`src/rtl/mem_arb_ctrl.sv`:
```
// mem_arb_ctrl: round-robin arbiter and sequencer for one single-port RAM.
// After reset it zero-fills the RAM, then gives two clients one access per
// cycle and routes each read response back to the client that issued it.
//
// Handshake: a request transfers on a rising edge where req_valid_x and
// req_ready_x are both high. req_ready_x is combinational, low outside RUN,
// and never depends on the other client being ready. A requester keeps
// valid/we/addr/wdata stable until the transfer. Responses have no
// backpressure: rsp_valid_x is a single-cycle pulse that must be consumed.
module mem_arb_ctrl #(
    parameter int DATA_WIDTH = 32,
    parameter int ADDR_WIDTH = 10,
    parameter bit INIT_EN    = 1'b1
) (
    input  logic                  clk,
    input  logic                  rst_n,
    input  logic                  req_valid_0,
    output logic                  req_ready_0,
    input  logic                  req_we_0,
    input  logic [ADDR_WIDTH-1:0] req_addr_0,
    input  logic [DATA_WIDTH-1:0] req_wdata_0,
    input  logic                  req_valid_1,
    output logic                  req_ready_1,
    input  logic                  req_we_1,
    input  logic [ADDR_WIDTH-1:0] req_addr_1,
    input  logic [DATA_WIDTH-1:0] req_wdata_1,
    output logic                  rsp_valid_0,
    output logic [DATA_WIDTH-1:0] rsp_rdata_0,
    output logic                  rsp_valid_1,
    output logic [DATA_WIDTH-1:0] rsp_rdata_1,
    output logic                  init_done,
    output logic                  mem_we,
    output logic [ADDR_WIDTH-1:0] mem_addr,
    output logic [DATA_WIDTH-1:0] mem_din,
    input  logic [DATA_WIDTH-1:0] mem_dout
);

    localparam logic [0:0] ST_INIT = 1'b0;
    localparam logic [0:0] ST_RUN  = 1'b1;

    localparam logic [ADDR_WIDTH-1:0] LAST_ADDR = {ADDR_WIDTH{1'b1}};

    logic [0:0]            state;
    logic [ADDR_WIDTH-1:0] init_cnt;
    logic                  ptr;        // client that wins when both are valid
    logic                  in_run;
    logic                  grant_0;
    logic                  grant_1;
    logic                  accept;
    logic                  sel_we;
    logic [ADDR_WIDTH-1:0] sel_addr;
    logic [DATA_WIDTH-1:0] sel_wdata;

    // Read tag pipe: stage 1 follows the command register, stage 2 lines up
    // with the RAM output register.
    logic                  tag1_valid;
    logic                  tag1_id;
    logic                  tag2_valid;
    logic                  tag2_id;

    assign in_run = (state == ST_RUN);

    // Grant: a lone valid client wins; on contention the pointer decides.
    always_comb begin
        grant_0 = in_run & req_valid_0 & (~req_valid_1 | (ptr == 1'b0));
        grant_1 = in_run & req_valid_1 & (~req_valid_0 | (ptr == 1'b1));
    end

    assign req_ready_0 = grant_0;
    assign req_ready_1 = grant_1;
    assign accept      = grant_0 | grant_1;

    // Mux the granted client's command onto the command register inputs.
    always_comb begin
        sel_we    = req_we_0;
        sel_addr  = req_addr_0;
        sel_wdata = req_wdata_0;
        if (grant_1) begin
            sel_we    = req_we_1;
            sel_addr  = req_addr_1;
            sel_wdata = req_wdata_1;
        end
    end

    // Sequencer FSM: walk every address in INIT, then stay in RUN.
    always_ff @(posedge clk) begin
        if (!rst_n) begin
            state     <= INIT_EN ? ST_INIT : ST_RUN;
            init_done <= ~INIT_EN;
            init_cnt  <= '0;
        end else if (state == ST_INIT) begin
            init_cnt <= init_cnt + 1'b1;
            if (init_cnt == LAST_ADDR) begin
                state     <= ST_RUN;
                init_done <= 1'b1;
            end
        end
    end

    // Command register: zero-fill writes in INIT, accepted requests in RUN,
    // otherwise an idle read at the held address.
    always_ff @(posedge clk) begin
        if (!rst_n) begin
            mem_we   <= 1'b0;
            mem_addr <= '0;
            mem_din  <= '0;
        end else if (state == ST_INIT) begin
            mem_we   <= 1'b1;
            mem_addr <= init_cnt;
            mem_din  <= '0;
        end else if (accept) begin
            mem_we   <= sel_we;
            mem_addr <= sel_addr;
            mem_din  <= sel_wdata;
        end else begin
            mem_we <= 1'b0;
        end
    end

    // Round-robin pointer: after any grant, favour the other client.
    always_ff @(posedge clk) begin
        if (!rst_n) begin
            ptr <= 1'b0;
        end else if (grant_0) begin
            ptr <= 1'b1;
        end else if (grant_1) begin
            ptr <= 1'b0;
        end
    end

    // Tag pipe: only accepted reads are tagged; reset drops in-flight reads.
    always_ff @(posedge clk) begin
        if (!rst_n) begin
            tag1_valid <= 1'b0;
            tag1_id    <= 1'b0;
            tag2_valid <= 1'b0;
            tag2_id    <= 1'b0;
        end else begin
            tag1_valid <= accept & ~sel_we;
            tag1_id    <= grant_1;
            tag2_valid <= tag1_valid;
            tag2_id    <= tag1_id;
        end
    end

    assign rsp_valid_0 = tag2_valid & ~tag2_id;
    assign rsp_valid_1 = tag2_valid & tag2_id;
    assign rsp_rdata_0 = mem_dout;
    assign rsp_rdata_1 = mem_dout;

endmodule

```
`config.mk`:
```
export PLATFORM = sky130hd
export DESIGN_NAME = mem_arb_ctrl
export DESIGN_NICKNAME = d
export VERILOG_FILES = /design/src/rtl/mem_arb_ctrl.sv
export SDC_FILE = /design/constraint.sdc
export NUM_CORES = 1
export LEC_CHECK = 0
export ABC_CLOCK_PERIOD_IN_PS = 2600
export CAP_MARGIN = 0
export CORE_MARGIN = 5
export CORE_UTILIZATION = 30
export DETAILED_ROUTE_END_ITERATION = 8
export MAX_ROUTING_LAYER = met4
export PLACE_DENSITY = 0.72
export SYNTH_ARGS = -nofsm -noshare
export SYNTH_HDL_FRONTEND = slang
export SYNTH_SLANG_ARGS = --single-unit
```
`constraint.sdc`:
```
create_clock -name clk -period 2.6 [get_ports clk]
set_clock_uncertainty 0.2 [all_clocks]
set_input_delay 0.52 -clock clk [delete_from_list [all_inputs] [get_ports clk]]
set_output_delay 0.52 -clock clk [all_outputs]
set_load 0.005 [all_outputs]
```
Word-level counts from Yosys, hierarchy flattened
Cells that the tools add are included.
{ "word_totals": {"register_bits": 60, "inputBits": 122, "output_inout_bits": 112, "wordCells": 44} }
{ "op_classes": {"n_addsub": 1, "n_eq_ne": 2, "mux": 11, "n_bitwise": 16, "reduce_logical": 3} }
{ "op_table": {"columns": ["cell", "count"], "rows": [
  ["32-bit 2-to-1 mux", 1],
  ["10-bit 2-to-1 mux", 3],
  ["10-bit by 1-bit adder with 10-bit output, second input constant", 1],
  ["10-bit == test, second input constant", 1],
  ["1-bit bitwise AND", 7],
  ["1-bit 2-to-1 mux", 7],
  ["1-bit inverter", 6],
  ["2-bit AND reduction", 2],
  ["1-bit bitwise OR", 3],
  ["2-bit by 1-bit inequality test with 1-bit output, second input constant", 1],
  ["2-bit nonzero test", 1]
]} }

Depth between registers and ports, before layout
Gate-level depths: netlist (run 1).
{ "logic_depth": {"ltp_word": 6, "mapped_depth": 6} }

Worst setup path after synthesis (run 1)
Ideal clock, no wire load.
{ "synth_path": {"path_type": "in2out", "start": "in req_valid_1", "end": "out req_ready_1", "arrival_time_ns": 1.004, "required_ns": 1.880, "path_slack_ns": 0.876, "path_stages": 4, "n_path_buf": 2, "path_cell_list": "nand2_1 > a21oi_2 > buf_6 > buf_8"} }
{ "synth_between": {"elab_chain_cells": 2} }
{ "synth_rtl": {"columns": ["element", "line", "rtl"], "rows": [
  ["from (decl)", "22", "input logic req_valid_1,"],
  ["1-bit bitwise AND (2 in a row)", "66", "grant_1 = in_run & req_valid_1 & (~req_valid_0 | (ptr == 1'b1));"],
  ["to (decl)", "23", "output logic req_ready_1,"]
]} }
No other way between the ends.

Final worst setup path (run 1)
Same ends and word-level chain as after synthesis.

==> results of run 1 <==
[cells in the mapped netlist (all sizes together), types with 2 or more instances]
| cell type | count |
|---|---|
| nor2 | 10 |
| xnor2 | 2 |
| buf | 81 |
| dfxtp | 60 |
| inv | 2 |
| o22ai | 11 |
| nand4 | 3 |
| o21ai | 34 |
| mux2i | 44 |
| nand3 | 3 |
| nor2b | 15 |
| and2 | 5 |
| clkbuf | 6 |
| xor2 | 6 |
| a31oi | 10 |
| nand2 | 7 |
| a21oi | 35 |
[state kept, by name, summed over array words and instances (netlist names)]
signal / count
ptr: 1
in_run: 1
tag2_id: 1
mem_addr: 10
tag1_id: 1
init_done: 1
tag2_valid: 1
init_cnt: 10
mem_we: 1
mem_din: 32
tag1_valid: 1
[worst paths after layout]
kind         slack (ns)                  endpoint  cells after the start
max                0.09               req_ready_1                      4
min                0.24        tag2_id$_SDFF_PN0_                      1
max reg2reg        0.60  mem_addr[7]$_SDFFE_PN0P_                      4
min reg2reg        0.24        tag2_id$_SDFF_PN0_                      1
[where the power goes]
part | internal (W) | leakage [nW] | switching [W]
clock | 0.000595 | 0.114 | 0.000366
sequential | 0.000926 | 0.484 | 0.00000571
combinational | 0.000147 | 0.918 | 0.0000516
total | 0.00167 | 1.52 | 0.000423
[layer usage]
metal | up-vias | part of all wire (%) | global-route usage, %
met5 | - | 0 | -
met4 | 0 | 1.3 | 6.33
met3 | 12 | 7.3 | 4.20
met2 | 95 | 50 | 21.6
met1 | 1184 | 41 | 15.1
li1 | 1266 | - | -
[area by class of cell]
cell class	instances	area, um^2	area share, %
sequential	60	1200	27.5
timing repair buffer	147	1470	33.7
inverter	2	7.51	0.172
tap	136	170	3.89
clock inverter	3	68.8	1.57
clock buffer	13	159	3.64
multi-input combinational	192	1290	29.5
[metrics by stage]
stage	total power (W)	instance area, um^2	cells	util [%]
6_report	0.00209	4370	553	42.5
5_1_grt	0.00218	4370	553	42.5
4_1_cts	0.00213	4370	553	42.5
3_5_place_dp	0.00115	4140	537	40.3
3_3_place_gp	0.00115	4140	537	40.3
2_1_floorplan	0.00107	3140	341	-
[worst register-to-register path: stages (launching register included)]
cell and delay, ns:
dfxtp_1 0.37, buf_4 0.31, nor2b_4 0.45, nand2_1 0.37, o22ai_1 0.22
[cell families (layout without fill, tap and decap cells)]
family / after synthesis / count (layout) / share of synthesized area [%]
xor+xnor: 8 / 8 / 2.23
mux: 44 / 44 / 14.0
buf+inv: 89 / 165 / 21.0
flops: 60 / 60 / 38.3
fa+ha+maj: 1 / 1 / 0.399
simple gates: 47 / 47 / 8.14
compound gates: 92 / 92 / 15.8
==> out/results.md, run 1 <==
| Quantity | Value | Unit |
|:---|:---|:---|
| Chain of cells forming the critical path | clkdlybuf4s50_1 > nand2_1 > a21oi_4 > clkdlybuf4s50_1 | - |
| Area share of the largest cell type after synthesis | 38.3 | % |
| Share of synthesized registers carrying an async set or reset | 0 | % |
| I/O pin count | 234 | - |
| Share of post-route cells with drive strength above 1 | 6.24 | % |
| Number of standard cells after synthesis | 341 | - |
| Cts repair resizes | 0 | - |
| Setup violators final | 0 | - |
| Peak clock frequency supported by timing | 0.399 | GHz |
| Maximum net fanout on the critical path | 2 | - |
| 1st-iter DRT viols | 131 | - |
| Die Footprint | 12600 | um^2 |
| Row count | 37 | - |
| Buf/Inv on CP | 2 | - |
| Outcome | complete, no violations | - |
| H-Tree Depth | 3 | - |
| Delay contributed by the slowest stage of the critical path | 0.58 | ns |
| Number of flops mapped to enable cells by yosys | 0 | - |
| Buffer type at the clock tree root | clkbuf_8 | - |
| CTS max path bufs | 2 | - |
| Path type of the worst setup path | input port to primary output | - |
| Final critical-path share of the clock period | 96.5 | % |
| Launch point of the worst reg-to-reg path | in_run$_SDFF_PN0_ | - |
| Critical Path Most Common Cell | clkdlybuf4s50_1 | - |
| Dominant cells by area after synthesis | dfxtp_1, buf_4, mux2i_1 | - |
| Final antenna-violating net count | 0 | - |
| Sinks on Clock Net | 60 | - |
| Worst Setup SP | req_valid_1 | - |
| Number of antenna violations at the first check in global routing | 0 | - |
| HPWL after detailed placement | 6260 | um |
| Pre-CTS setup slack | 0.0675 | ns |
| Commonest non-fill, non-tap cell in the layout | clkdlybuf4s50_1 | - |
| Drt drc | 0 | - |
| Transition time at the pin with the least slew margin | 0.681 | ns |
| Worst EP arrival | 1.79 | ns |
| Final estimated routing congestion in global placement | 0.784 | - |
| Period minus WS final | 2.51 | ns |
| Port bufs | 137 | - |
| Commonest cells after routing, fill and taps aside | clkdlybuf4s50_1, dfxtp_1, mux2i_1 | - |
| Seq cells post-synth | 60 | - |
| Count of endpoints failing hold in the final timing report | 0 | - |
| Cell accounting for the most synthesized area | dfxtp_1 | - |
| Kind of start point of the critical path | input port | - |
| Normalized max-slew margin | 54.6 | % |
| Vert. Die Dim | 112 | um |
| TritonCTS Buffers | 9 | - |
| Sequential-to-total area share from yosys stat | 38.3 | % |
| Mean cell area of the mapped netlist | 9.20 | um^2 |
| YS warnings | 0 | - |
| Family of cells with the greatest summed delay on the critical path | buffers and inverters | - |
| CP required | 1.88 | ns |
| Initial standard-cell utilization of the core | 30.5 | % |
| Synth cell types | 30 | - |
| Minimum setup slack in the final design | 0.0906 | ns |
| Clock tree from TritonCTS | yes | - |
| Top_reg_cell synth | dfxtp_1 | - |
| Path category of the worst min-delay check | flip-flop to flip-flop | - |
| Overflow left after global routing | 0 | - |
| Max-cap check violation count | 0 | - |
| Total standard cell area after synthesis | 3140 | um^2 |
| Vias/cell | 4.62 | - |
| Wire length per cell after detailed routing | 14.9 | um |
| Post-synthesis net count | 464 | - |
| Endpoint kind of the worst setup timing path | primary output | - |
| Via count of the first global-routing pass | 2737 | - |
| Setup repair after global routing missed its margin | false | - |
| Worst Hold Margin | 0.239 | ns |
| Final Slew Violations | 0 | - |
| Max VDD drop | 274 | uV |
| Beginning of the worst hold path | tag1_id$_SDFF_PN0_ | - |
| First-pass GRT wire length | 13200 | um |
| Die outline width | 112 | um |
| Number of buffers added to fix hold violations after cts | 0 | - |
| Area Overhead vs Synth | 39.4 | % |
| Detailed-router iteration count before antenna repair | 4 | - |
| Worst-Skew Late Latency | 0.33 | ns |
| Cell area power density | 479 | nW/um^2 |
| Nets | 535 | - |
| Cell at the slowest stage of the critical path | clkdlybuf4s50_1 | - |
| Clock-pin slew of the registers on the worst-case setup and hold paths | 0.07 | ns |
| Total negative slack | 0 | ns |
| Total Routed Length | 8230 | um |
| Total core area | 10300 | um^2 |
| Static leakage | 1.52 | nW |
| Count of inserted antenna diode cells | 0 | - |
| Maximum number of pins on one net before global-route repair | 49 | - |
| Vias | 2557 | - |
| Global-route total usage across every layer | 13.4 | % |
| Layout filler cell count | 986 | - |
| Setup bufs post-CTS | 0 | - |
No activity file was read; power rests on OpenSTA's default activity.
==> inputs of run 2 (changes only) <==
CORE_MARGIN = unset   (was 5)
PLACE_DENSITY = unset   (was 0.72)
PLACE_DENSITY_LB_ADDON = 0.08   (was unset)
==> run 2 against run 1 <==
Worst setup slack gained 0.015 ns. Power shrank 0.26%. Cell count is 0.90% lower. Sequential power about the same. Flip-flop and latch count is the same. Utilization is 1.1 points higher. Clock power about the same. Non-clock buffer count fell by 2. Highest routed layer unchanged.
==> out/results.md, run 2 (synthesis results as in run 1) <==
| Quantity | Value | Unit | vs previous |
|:---|:---|:---|:---|
| Outcome | complete, no violations | - |  |
| Clock tree from TritonCTS | yes | - |  |
| Setup violators final | 0 | - | unchanged |
| Launch point of the worst reg-to-reg path | in_run$_SDFF_PN0_ | - |  |
| Routed metal-1 wire length | 3640 | um | +7.0% |
| Peak clock frequency supported by timing | 0.401 | GHz | +0.61% |
| Final antenna-violating net count | 0 | - | unchanged |
| Maximum number of pins on one net before global-route repair | 65 | - | +33% |
| Share of post-route cells with drive strength above 1 | 6.27 | % | +0.030 points |
| Area Overhead vs Synth | 38.6 | % |  |
| Normalized max-slew margin | 48.4 | % | -6.2 points |
| Drt drc | 0 | - | unchanged |
| Kind of start point of the critical path | input port | - |  |
| Setup repair after global routing missed its margin | false | - |  |
| Port bufs | 137 | - | unchanged |
| Buffer type at the clock tree root | clkbuf_8 | - |  |
| Number of antenna violations at the first check in global routing | 0 | - | unchanged |
| H-Tree Depth | 3 | - | unchanged |
| Endpoint with the worst hold slack | tag2_id$_SDFF_PN0_ | - |  |
| Non-filler instance count after layout | 548 | - | -0.90% |
| Global-route total usage across every layer | 16.6 | % | +3.2 points |
| Cts repair resizes | 0 | - | unchanged |
| Static leakage | 1.49 | nW | -1.9% |
| 1st-iter DRT viols | 85 | - | -35% |
| Placed instance count | 532 | - | -0.93% |
| Number of flip-flops under the largest register name | 32 | - | unchanged |
| Worst EP arrival | 1.77 | ns | -0.02 ns |
| Max VDD drop | 275 | uV | +0.34% |
| Count of endpoints failing hold in the final timing report | 0 | - | unchanged |
| Placed standard-cell area | 4120 | um^2 | -0.45% |
| Largest register by flop count | mem_din | - |  |
| Routed met2 length | 4130 | um | +0.44% |
| Maximum net fanout on the critical path | 2 | - | unchanged |
| Area of all placed cells without fillers | 4350 | um^2 | -0.54% |
| Final critical-path share of the clock period | 95.9 | % | -0.58 points |
| Sinks on Clock Net | 60 | - | unchanged |
| Period minus WS final | 2.49 | ns | -0.0151 ns |
| Die outline width | 104 | um | -7.1% |
| Cell area power density | 480 | nW/um^2 | +0.29% |
| Total Routed Length | 8530 | um | +3.7% |
| Detail Route met3 WL | 564 | um | -6.6% |
| Path type of the worst setup path | input port to primary output | - |  |
| Transition time at the pin with the least slew margin | 0.773 | ns | +0.0928 ns |
| Worst-Skew Late Latency | 0.34 | ns | about the same |
| Reg-to-reg endpoint | mem_addr[8]$_SDFFE_PN0P_ | - |  |
| CTS max path bufs | 2 | - | unchanged |
| Beginning of the worst hold path | tag1_id$_SDFF_PN0_ | - |  |
| Commonest non-fill, non-tap cell in the layout | clkdlybuf4s50_1 | - |  |
| First-pass GRT wire length | 13600 | um | +3.3% |
| Clock-pin slew of the registers on the worst-case setup and hold paths | 0.07 | ns | about the same |
| Path depth of the worst reg2reg path | 4 | - | unchanged |
| Final Slew Violations | 0 | - | unchanged |
| Max-cap check violation count | 0 | - | unchanged |
| Nets | 533 | - | -0.37% |
| Die Footprint | 10900 | um^2 | -14% |
| Row count | 36 | - | -2.7% |
| Layout filler cell count | 963 | - | -2.3% |
| Power after layout | 0.00209 | W | -0.26% |
| Wire length per cell after detailed routing | 15.6 | um | +4.6% |
| Total core area | 9950 | um^2 | -3.1% |
| I/O pin count | 234 | - | unchanged |
| Commonest cells after routing, fill and taps aside | clkdlybuf4s50_1, dfxtp_1, mux2i_1 | - |  |
| Endpoint kind of the worst setup timing path | primary output | - |  |
| Overflow left after global routing | 0 | - | unchanged |
| Topmost layer with routed signal wires | met4 | - |  |
| Vert. Die Dim | 104 | um | -7.1% |
| Vias/cell | 4.57 | - | -1.3% |
| Setup bufs post-CTS | 0 | - | unchanged |
| TritonCTS Buffers | 9 | - | unchanged |
| Final estimated routing congestion in global placement | 0.714 | - | -9.0% |
| Reg2reg setup slack | 0.84 | ns | +0.24 ns |
| Initial standard-cell utilization of the core | 31.5 | % | +0.99 points |
| Path category of the worst min-delay check | flip-flop to flip-flop | - |  |
| CP required | 1.88 | ns | about the same |
| HPWL after detailed placement | 6020 | um | -3.7% |
| Number of buffers added to fix hold violations after cts | 0 | - | unchanged |
| Number of stages on the worst hold path | 1 | - | unchanged |
| Total negative slack | 0 | ns | unchanged |
| Detailed-router iteration count before antenna repair | 4 | - | unchanged |
| Via count of the first global-routing pass | 2623 | - | -4.2% |
| Vias | 2502 | - | -2.2% |
| Count of inserted antenna diode cells | 0 | - | unchanged |
| Biggest regs | mem_din (32), init_cnt (10), mem_addr (10) | - |  |
==> run 2: changes by cell type in the layout (fill, tap and decap cells not counted) <==
cell and delta:
clkinvlp_4 +3, buf_4 -2, clkbuf_1 -2, clkbuf_8 -1, clkdlybuf4s50_1 +1, clkinv_2 +1
clkinv_4 -1, dlymetal6s2s_1 -1
==> run 2: critical path, cell delays in order <==
cell and delay [ns]:
clkdlybuf4s50_1 0.47, nand2_1 0.09, a21oi_4 0.16, clkdlybuf4s50_1 0.53
==> run 2: stage by stage <==
stage | worst slack, ns | hold WS [ns] | utilization [%]
after floorplan | 0.876 | 0.212 | -
after global placement | 0.106 | 0.219 | 41.4
after detailed placement | 0.102 | 0.225 | 41.4
after CTS | 0.0980 | 0.261 | 43.7
after global routing | 0.0374 | 0.262 | 43.7
final | 0.106 | 0.255 | 43.7
==> run 2: where the power goes <==
group | leakage, nW | internal, W | switching [W] | total [W]
registers | 0.484 | 0.000926 | 0.00000562 | 0.000932
logic | 0.898 | 0.000147 | 0.0000505 | 0.000198
clock network | 0.105 | 0.000564 | 0.000393 | 0.000957
total | 1.49 | 0.00164 | 0.000449 | 0.00209
==> run 2: cell type report <==
| cell class | count | area, um^2 | share of cell area (%) |
|---|---|---|---|
| Inverter | 2 | 7.51 | 0.173 |
| Sequential cell | 60 | 1200 | 27.6 |
| Timing Repair Buffer | 145 | 1460 | 33.5 |
| Multi-Input combinational cell | 192 | 1290 | 29.7 |
| Clock buffer | 10 | 138 | 3.17 |
| Tap cell | 133 | 166 | 3.83 |
| Clock inverter | 6 | 87.6 | 2.01 |
==> run 2: worst max-delay path by stage <==
stage           startpoint           to  slack [ns]  depth (start not counted)
6_report       req_valid_1  req_ready_1        0.11                          4
5_1_grt        req_valid_0  req_ready_0        0.04                          4
4_1_cts        req_valid_1  req_ready_1         0.1                          4
3_5_place_dp   req_valid_1  req_ready_1        0.10                          4
3_3_place_gp   req_valid_0  req_ready_0        0.11                          4
2_1_floorplan  req_valid_1  req_ready_1        0.88                          4
==> run 2: metal layers <==
metal | vias to the layer above | GRT usage, %
met1 | 1118 | 18.7
met4 | 0 | 6.22
met5 | - | -
met2 | 82 | 27.0
met3 | 37 | 5.89
li1 | 1265 | -
